### src/rtl/i2c_target_regs.sv
// I2C target with a local register bank: oversampled SCL/SDA, 7-bit address match,
// pointer-then-data writes, auto-incrementing reads, open-drain SDA drive.
module i2c_target_regs #(
  parameter int                DATA_W      = 8,
  parameter int                ADDR_W      = 7,
  parameter logic [ADDR_W-1:0] SLAVE_ADDR  = 7'b1010101,
  parameter int                REG_DEPTH   = 16,
  parameter int                SYNC_STAGES = 2,
  localparam int               PW          = $clog2(REG_DEPTH)
) (
  input  logic              clk,
  input  logic              rst,
  input  logic              scl,
  input  logic              sda_in,
  output logic              sda_oe,
  input  logic [PW-1:0]     host_addr,
  input  logic              host_we,
  input  logic [DATA_W-1:0] host_wdata,
  output logic [DATA_W-1:0] host_rdata,
  output logic              wr_strobe,
  output logic [PW-1:0]     wr_addr,
  output logic [DATA_W-1:0] wr_data,
  output logic              busy
);

  typedef enum logic [3:0] {
    IDLE, ADDR, ADDR_ACK, PTR, WR_BYTE, WR_ACK, RD_BYTE, RD_ACK, IGNORE
  } state_t;

  state_t                  state_q, state_d;
  logic [SYNC_STAGES-1:0]  scl_sync_q, sda_sync_q;
  logic                    scl_prev_q, sda_prev_q;
  logic [2:0]              cnt_q, cnt_d;
  logic                    phase_q, phase_d;
  logic                    rw_q, rw_d;
  logic [DATA_W-2:0]       sr_q, sr_d;
  logic [PW-1:0]           ptr_q, ptr_d;
  logic                    sda_oe_q, sda_oe_d;
  logic                    busy_q, busy_d;
  logic                    wr_strobe_q;
  logic [PW-1:0]           wr_addr_q, wr_addr_d;
  logic [DATA_W-1:0]       wr_data_q, wr_data_d;
  logic [DATA_W-1:0]       host_rdata_q;
  logic [DATA_W-1:0]       regs_q [REG_DEPTH];
  logic                    bus_we;

  logic scl_cur, sda_cur, scl_rise, scl_fall, start_det, stop_det;
  logic [DATA_W-1:0] byte_in, rd_byte;

  assign scl_cur   = scl_sync_q[SYNC_STAGES-1];
  assign sda_cur   = sda_sync_q[SYNC_STAGES-1];
  assign scl_rise  = ~scl_prev_q & scl_cur;
  assign scl_fall  = scl_prev_q & ~scl_cur;
  // SCL must be high in both samples, so an SDA change coincident with an SCL edge is data
  assign start_det = scl_prev_q & scl_cur & sda_prev_q & ~sda_cur;
  assign stop_det  = scl_prev_q & scl_cur & ~sda_prev_q & sda_cur;
  assign byte_in   = {sr_q, sda_cur};
  assign rd_byte   = regs_q[ptr_q];

  always_comb begin
    state_d   = state_q;
    cnt_d     = cnt_q;
    phase_d   = phase_q;
    rw_d      = rw_q;
    sr_d      = sr_q;
    ptr_d     = ptr_q;
    sda_oe_d  = sda_oe_q;
    busy_d    = busy_q;
    bus_we    = 1'b0;
    wr_addr_d = wr_addr_q;
    wr_data_d = wr_data_q;
    if (start_det) begin
      state_d  = ADDR;
      cnt_d    = '0;
      phase_d  = 1'b0;
      sda_oe_d = 1'b0;
      busy_d   = 1'b0;
    end else if (stop_det) begin
      state_d  = IDLE;
      sda_oe_d = 1'b0;
      busy_d   = 1'b0;
    end else begin
      case (state_q)
        ADDR, PTR, WR_BYTE: if (scl_rise) begin
          sr_d  = byte_in[DATA_W-2:0];
          cnt_d = cnt_q + 3'd1;
          if (cnt_q == 3'd7) begin
            phase_d = 1'b0;
            if (state_q == ADDR) begin
              rw_d = byte_in[0];
              if (byte_in[ADDR_W:1] == SLAVE_ADDR) begin
                state_d = ADDR_ACK;
                busy_d  = 1'b1;
              end else begin
                state_d = IGNORE;
              end
            end else if (state_q == PTR) begin
              ptr_d   = byte_in[PW-1:0];
              state_d = WR_ACK;
            end else begin
              bus_we    = 1'b1;
              wr_addr_d = ptr_q;
              wr_data_d = byte_in;
              ptr_d     = ptr_q + PW'(1);
              state_d   = WR_ACK;
            end
          end
        end
        // phase 0: fall that starts the ACK slot; phase 1: fall that ends it
        ADDR_ACK, WR_ACK: if (scl_fall) begin
          if (!phase_q) begin
            sda_oe_d = 1'b1;
            phase_d  = 1'b1;
          end else begin
            phase_d = 1'b0;
            cnt_d   = '0;
            if (state_q == ADDR_ACK && rw_q) begin
              sr_d     = rd_byte[DATA_W-2:0];
              sda_oe_d = ~rd_byte[DATA_W-1];
              state_d  = RD_BYTE;
            end else begin
              sda_oe_d = 1'b0;
              state_d  = (state_q == ADDR_ACK) ? PTR : WR_BYTE;
            end
          end
        end
        RD_BYTE: if (scl_fall) begin
          if (cnt_q == 3'd7) begin
            sda_oe_d = 1'b0;
            cnt_d    = '0;
            phase_d  = 1'b0;
            state_d  = RD_ACK;
          end else begin
            sda_oe_d = ~sr_q[DATA_W-2];
            sr_d     = {sr_q[DATA_W-3:0], 1'b0};
            cnt_d    = cnt_q + 3'd1;
          end
        end
        RD_ACK: begin
          if (scl_rise && !phase_q) begin
            if (!sda_cur) begin
              ptr_d   = ptr_q + PW'(1);
              phase_d = 1'b1;
            end else begin
              state_d = IGNORE;
            end
          end else if (scl_fall && phase_q) begin
            sr_d     = rd_byte[DATA_W-2:0];
            sda_oe_d = ~rd_byte[DATA_W-1];
            cnt_d    = '0;
            phase_d  = 1'b0;
            state_d  = RD_BYTE;
          end
        end
        default: ;
      endcase
    end
  end

  always_ff @(posedge clk) begin
    if (!rst) begin
      scl_sync_q   <= '1;
      sda_sync_q   <= '1;
      scl_prev_q   <= 1'b1;
      sda_prev_q   <= 1'b1;
      state_q      <= IDLE;
      cnt_q        <= '0;
      phase_q      <= 1'b0;
      rw_q         <= 1'b0;
      sr_q         <= '0;
      ptr_q        <= '0;
      sda_oe_q     <= 1'b0;
      busy_q       <= 1'b0;
      wr_strobe_q  <= 1'b0;
      wr_addr_q    <= '0;
      wr_data_q    <= '0;
      host_rdata_q <= '0;
      for (int i = 0; i < REG_DEPTH; i++) regs_q[i] <= '0;
    end else begin
      scl_sync_q   <= {scl_sync_q[SYNC_STAGES-2:0], scl};
      sda_sync_q   <= {sda_sync_q[SYNC_STAGES-2:0], sda_in};
      scl_prev_q   <= scl_cur;
      sda_prev_q   <= sda_cur;
      state_q      <= state_d;
      cnt_q        <= cnt_d;
      phase_q      <= phase_d;
      rw_q         <= rw_d;
      sr_q         <= sr_d;
      ptr_q        <= ptr_d;
      sda_oe_q     <= sda_oe_d;
      busy_q       <= busy_d;
      wr_strobe_q  <= bus_we;
      wr_addr_q    <= wr_addr_d;
      wr_data_q    <= wr_data_d;
      host_rdata_q <= regs_q[host_addr];
      // bus write is applied last so it wins a same-cycle collision with the host
      if (host_we) regs_q[host_addr] <= host_wdata;
      if (bus_we)  regs_q[wr_addr_d] <= wr_data_d;
    end
  end

  assign sda_oe     = sda_oe_q;
  assign busy       = busy_q;
  assign wr_strobe  = wr_strobe_q;
  assign wr_addr    = wr_addr_q;
  assign wr_data    = wr_data_q;
  assign host_rdata = host_rdata_q;

endmodule

### config.mk
export PLATFORM = sky130hd
export DESIGN_NAME = i2c_target_regs
export DESIGN_NICKNAME = d
export VERILOG_FILES = /design/src/rtl/i2c_target_regs.sv
export SDC_FILE = /design/constraint.sdc
export NUM_CORES = 1
export LEC_CHECK = 0
export BUFFER_PORTS_ARGS = -buffer_cell sky130_fd_sc_hd__buf_4
export CORE_MARGIN = 2
export CORE_UTILIZATION = 40
export DETAILED_ROUTE_END_ITERATION = 16
export GPL_ROUTABILITY_DRIVEN = 0
export MAX_ROUTING_LAYER = met4
export PLACE_DENSITY_LB_ADDON = 0.08
export SKIP_CTS_REPAIR_TIMING = 1
export SLEW_MARGIN = 20
export SYNTH_ARGS = -nofsm -noshare
export SYNTH_HDL_FRONTEND = slang
export SYNTH_SLANG_ARGS = --single-unit
### constraint.sdc
create_clock -name clk -period 2.4 [get_ports clk]
set_input_delay 0.12 -clock clk [delete_from_list [all_inputs] [get_ports clk]]
set_output_delay 0.12 -clock clk [all_outputs]
set_load 0.02 [all_outputs]
==> results.sh, run 1 <==
export IMPL_met2WireLength_um=15770
export IMPL_clock_skew_ps=17.79
export IMPL_syn_area_sq_um=10250
export IMPL_clkPwrFrac_pct=39.4
export IMPL_start_util_pct=40.72
export IMPL_fin_tns_setup_ps=0
export IMPL_intPower_mw=5.162
export IMPL_p_sw_share_pct=26.49
export IMPL_synth_cell_types=62
export IMPL_dieArea_sq_um=26930
export IMPL_path_max_fanout=8
export IMPL_slew_headroom_pct=50.03
export IMPL_firstDrtPassIters=5
export IMPL_grt_pass1_wl_um=51190
export IMPL_maxSlewViolCount=0
export IMPL_hold_class="input port to flip-flop"
export IMPL_async_flop_share_pct=0
export IMPL_worst_setup_path_type="flip-flop to flip-flop"
export IMPL_grt_max_degree=40
export IMPL_cts_root_buf="clkbuf_16"
export IMPL_hold_viol=0
export IMPL_outcome="finished clean"
export IMPL_yosys_warnings=0
export IMPL_crit_chain="ha_4 > ha_4 > and4bb_2 > nand2_8 > nor4_4 > nand3_2 > nand3b_1"
export IMPL_drtAntennaViolNets=0
export IMPL_io_pins=40
export IMPL_wl_per_cell_um=25.86
export IMPL_p_switching_mw=1.861
export IMPL_synth_ff_type="edfxtp_1"
export IMPL_placementRows=58
export IMPL_rrSetupSlack_ps=110
export IMPL_vdd_ir_drop_worst_uv=337.8
export IMPL_setup_viol_count_final=0
export IMPL_drive_above_1_share_pct=28.96
export IMPL_final_nets=998
export IMPL_clkSinkCount=181
export IMPL_yosysSeqAreaShare_pct=47.83
export IMPL_fin_crit_sh_pct=95.45
export IMPL_avgSynthCellArea_sq_um=11.37
export IMPL_slowest_delay_ps=430
export IMPL_coreArea_sq_um=25180
export IMPL_timing_fmax_mhz=436.5
export IMPL_grt_use_total_pct=27.12
export IMPL_area_delta_synth_final_pct=18.00
export IMPL_clk_path_buf_depth=2
export IMPL_power_density_nw_per_um2=580.4
export IMPL_rsz0062_at_grt="no"
export IMPL_cts_buffers=17
export IMPL_crit_path_start_kind="flip-flop"
export IMPL_fillerInstances=2247
export IMPL_cpMaxStageDelayCell="nor4_4"
export IMPL_clk_pin_slew_ps=70
export IMPL_crit_path_frequent_cell="ha_4"
export IMPL_min_period_ps=2291
export IMPL_worstSkewPairLatency_ps=440
export IMPL_wl_met1_um=14540
export IMPL_cp_data_arrival_time_ps=2390
export IMPL_top_layer_used="met4"
export IMPL_wl_um=34210
export IMPL_htreeDepth=4
export IMPL_synth_edf_count=128
export IMPL_die_width_um=164.1
export IMPL_seqPwrFrac_pct=51.1
export IMPL_drcViolationCount=0
export IMPL_syn_inst=902
export IMPL_whs_ps=16.83
export IMPL_route_vias_total=8185
export IMPL_p_comb_share_pct=9.5
export IMPL_gr_total_overflow=0
export IMPL_cp_end_kind="flip-flop"
export IMPL_drv_cap=0
export IMPL_route_met3_wl_um=2912
export IMPL_avgViaCountPerCell=6.187
export IMPL_required_ps=2500
export IMPL_worst_pin_slew_ps=746.8
export IMPL_ys_ff_latch=181
export IMPL_synth_net_count=922
export IMPL_portBuffers=39
export IMPL_power_leakage_nw=3.947
export IMPL_dp_hpwl_um=25150
export IMPL_first_global_vias=7968
export IMPL_drtIter0Drc=961
export IMPL_antenna_found_initial=2
export IMPL_cts_tree="yes"
export IMPL_die_h_um=164.1
==> layout make-up <==
type | count | area (sq um) | area share, %
Timing Repair Buffer | 146 | 1214 | 10.03
Clock inverter | 15 | 138.9 | 1.148
Tap cell | 330 | 412.9 | 3.412
Inverter | 8 | 30.03 | 0.2482
Antenna cell | 2 | 5.005 | 0.04136
Multi-Input combinational cell | 624 | 4966 | 41.04
Sequential cell | 181 | 4908 | 40.56
Clock buffer | 17 | 425.4 | 3.516
==> power groups by stage <==
stage                     sequential, mW  combinational (mW)  clock [mW]
after CTS                           3.58               0.643        2.79
after global placement              3.65               0.637           0
final                               3.59               0.665        2.77
after global routing                3.60               0.700        2.92
after floorplan                     3.62               0.379           0
after detailed placement            3.65               0.642           0
==> per-stage QoR <==
stage               std cells  power (mW)  setup slack [ps]  instance area [sq um]  util, %
detailed placement       1282       4.296             36.72                  11430    45.39
floorplan                 902       3.996            -95.45                  10330        -
global route             1323       7.218             5.544                  12100    48.05
CTS                      1314       7.015             36.08                  11990    47.63
finish                   1323       7.023             109.1                  12100    48.05
global placement         1282       4.286             81.59                  11430    45.39
==> cells in the mapped netlist (9+ instances only) <==
cell type,instances,area (sq um)
buf_2,15,75.07
a21oi_1,19,95.09
mux4_2,74,1667
nor2b_1,22,137.6
edfxtp_1,128,3844
dfxtp_1,53,1061
buf_1,13,48.80
nand3_1,143,715.7
nor3_1,9,45.04
clkbuf_1,49,183.9
mux2i_1,16,160.2
a211oi_1,14,105.1
nor2_1,32,120.1
and2_1,12,75.07
nand2b_1,11,68.82
nand2_1,37,138.9
o21ai_0,142,710.7
nand3b_1,20,150.1
==> flip-flops by register name, indices dropped and copies added (netlist names), 2 cells and up, named ones only <==
| name | flops |
|---|---|
| state_q | 4 |
| regs_q | 128 |
| wr_addr | 4 |
| ptr_q | 4 |
| cnt_q | 3 |
| sda_sync_q | 2 |
| scl_sync_q | 2 |
| host_rdata | 8 |
| sr_q | 7 |
| wr_data | 8 |
==> critical path, delay by kind of cell, from the launching register on <==
kind	cells	cell delay, ps
AND/OR/NAND/NOR	5	1300
adder cells (fa/ha/maj)	2	260
flip-flops	1	360
==> kinds of logic after synthesis <==
kind of cell             Yosys count  share of synthesized area (%)
AND/OR/NAND/NOR                  317                          17.69
flip-flops                       181                          47.83
AO/OA/AOI/OAI                    210                          11.53
adder cells (fa/ha/maj)            3                         0.3661
multiplexers                      92                          18.06
buffers and inverters             97                          4.356
XOR/XNOR                           2                         0.1708
==> placed cells by master, fill, tap and decap left out, types with 13 or more instances in the layout <==
cell type | Yosys | final
a211oi_1 | 14 | 13
a21oi_1 | 19 | 19
buf_4 | 7 | 135
clkbuf_16 | 0 | 17
dfxtp_1 | 53 | 50
edfxtp_1 | 128 | 128
mux2i_1 | 16 | 16
mux4_2 | 74 | 74
nand2_1 | 37 | 34
nand3_1 | 143 | 140
nand3b_1 | 20 | 20
nor2_1 | 32 | 32
nor2b_1 | 22 | 22
o21ai_0 | 142 | 141
==> routing by layer <==
metal	GRT usage, %	vias up
li1	-	3643
met1	36.14	4080
met2	41.02	408
met3	6.338	54
met4	9.011	0
met5	-	-
==> path summary, 6_finish.rpt <==
kind                                    start             to  cells after the start
worst max-delay path                 cnt_q[1]   regs_q[9][6]                      7
worst min-delay path                      rst     wr_data[7]                      2
worst max register to register       cnt_q[1]   regs_q[9][6]                      7
worst min register to register  scl_sync_q[0]  scl_sync_q[1]                      1
(Power assumes the default switching activity.)
==> run 2, diff against run 1 <==
- CORE_ASPECT_RATIO: not set -> 1.4
==> run 2 against run 1 <==
Against the previous run: sequential cell count is the same; sequential share of layout area up 0.26 points; combinational power decreased by 0.9%; fmax decreased by 0.51%; setup slack worse by 12 ps; global-route usage grew 0.25 points; routed wire length rose by 3.9%; total power increased by 1.7%; non-clock buffer count is 15 lower; cell area is 0.60% lower; via count decreased by 0.22%; first-iteration DRC count down 23%.
==> results.sh, run 2 (synthesized netlist as in run 1, its figures left out) <==
export IMPL_outcome="finished clean"
export IMPL_min_period_ps=2303
export IMPL_cts_root_buf="clkbuf_16"
export IMPL_cts_buffers=17
export IMPL_p_switching_mw=1.729
export IMPL_dieArea_sq_um=26950
export IMPL_final_nets=983
export IMPL_drcViolationCount=0
export IMPL_grt_max_degree=50
export IMPL_setup_viol_count_final=0
export IMPL_seqPwrFrac_pct=50.4
export IMPL_required_ps=2510
export IMPL_start_util_pct=40.54
export IMPL_antennaDiodeCount=0
export IMPL_hold_viol=0
export IMPL_cp_end_kind="flip-flop"
export IMPL_wl_per_cell_um=27.44
export IMPL_fin_tns_setup_ps=0
export IMPL_io_pins=40
export IMPL_dpl_cell_count=1258
export IMPL_maxSlewViolCount=0
export IMPL_drtAntennaViolNets=0
export IMPL_layout_cells_non_filler=1295
export IMPL_power_density_nw_per_um2=594.1
export IMPL_place_area_sq_um=11360
export IMPL_worst_setup_path_type="flip-flop to flip-flop"
export IMPL_reg2reg_from="cnt_q[1]"
export IMPL_coreArea_sq_um=25300
export IMPL_worst_pin_slew_ps=853.3
export IMPL_whs_endpoint="regs_q[13][2]"
export IMPL_final_common_cell="o21ai_0"
export IMPL_grt_use_total_pct=27.37
export IMPL_post_route_util_pct=47.55
export IMPL_hold_class="input port to flip-flop"
export IMPL_power_leakage_nw=3.920
export IMPL_die_width_um=139.3
export IMPL_area_delta_synth_final_pct=17.29
export IMPL_p_comb_share_pct=9.2
export IMPL_fillerInstances=2303
export IMPL_wl_um=35530
export IMPL_p_sw_share_pct=24.20
export IMPL_first_global_vias=8062
export IMPL_finalInstanceArea_sq_um=12030
export IMPL_hold_path_cell_count=3
export IMPL_timing_fmax_mhz=434.3
export IMPL_r2r_end="regs_q[9][6]"
export IMPL_clock_skew_ps=10.48
export IMPL_clk_path_buf_depth=2
export IMPL_vdd_ir_drop_worst_uv=420.4
export IMPL_drive_above_1_share_pct=27.56
export IMPL_fin_ws_ps=97.40
export IMPL_antenna_found_initial=0
export IMPL_rsz0062_at_grt="no"
export IMPL_hold_start="host_wdata[2]"
export IMPL_firstDrtPassIters=5
export IMPL_crit_path_start_kind="flip-flop"
export IMPL_reg2regPathDepth=7
export IMPL_regMostFlops="regs_q"
export IMPL_rrSetupSlack_ps=100
export IMPL_grt_pass1_wl_um=52230
export IMPL_clkSinkCount=181
export IMPL_drtIter0Drc=740
export IMPL_clk_pin_slew_ps=70
export IMPL_htreeDepth=4
export IMPL_cts_tree="yes"
export IMPL_avgViaCountPerCell=6.307
export IMPL_slew_headroom_pct=42.68
export IMPL_worstSkewPairLatency_ps=450
export IMPL_largest_reg_flops=128
export IMPL_route_vias_total=8167
export IMPL_drv_cap=0
export IMPL_final_cell_mix="141 x o21ai_0, 140 x nand3_1, 128 x edfxtp_1"
export IMPL_gr_total_overflow=0
export IMPL_fin_crit_sh_pct=95.94
export IMPL_placementRows=69
export IMPL_cp_data_arrival_time_ps=2410
export IMPL_place_ws_ps=19.70
export IMPL_intPower_mw=5.416
export IMPL_portBuffers=39
export IMPL_path_max_fanout=8
export IMPL_clkPwrFrac_pct=40.4
export IMPL_dp_hpwl_um=26010
export IMPL_die_h_um=193.5
run 2: power by group through the flow:
stage               clock [mW]  sequential, mW  combinational (mW)
floorplan                    0            3.62               0.379
CTS                       2.91            3.60               0.642
global placement             0            3.66               0.637
global route              3.02            3.61               0.684
finish                    2.89            3.60               0.659
detailed placement           0            3.67               0.642
run 2: layout make-up:
| cell class | count | area (sq um) | area share [%] |
|---|---|---|---|
| clock buffer | 25 | 560.5 | 4.660 |
| timing repair buffer | 131 | 1109 | 9.217 |
| tap | 319 | 399.1 | 3.318 |
| clock inverter | 7 | 50.05 | 0.4161 |
| sequential | 181 | 4910 | 40.82 |
| inverter | 8 | 30.03 | 0.2497 |
| multi-input combinational | 624 | 4970 | 41.32 |
run 2: per-stage QoR:
stage,hold WS [ps],power (mW)
after floorplan,221.5,3.996
after global placement,305.9,4.297
after detailed placement,306.0,4.307
after CTS,-159.9,7.152
after global routing,209.0,7.310
final,210.3,7.145
run 2: how the worst max path moves through the flow:
stage                     startpoint             to  slack (ps)  cells past startpoint
after floorplan             cnt_q[1]  regs_q[13][0]        -100                     10
after global placement      cnt_q[1]   regs_q[1][3]          40                      8
after detailed placement    cnt_q[1]   regs_q[1][6]          20                      8
after CTS                   cnt_q[1]   regs_q[1][4]         0.7                      8
after global routing      state_q[2]        sr_q[4]           6                      7
final                       cnt_q[1]   regs_q[9][6]         100                      7
run 2: critical path: stages (launching register included):
cell and delay (ps):
dfxtp_2 360, ha_4 150, ha_4 130, and4bb_4 300, nand2_8 100, nor4_4 370, nand3_2 190, nand3b_1 370
run 2: layer usage:
layer	vias to the layer above	routed length (um)	GRT usage (%)
li1	3609	-	-
met3	117	2505	4.109
met1	4030	12190	29.76
met2	411	18390	46.70
met5	-	0	-
met4	0	2447	17.21
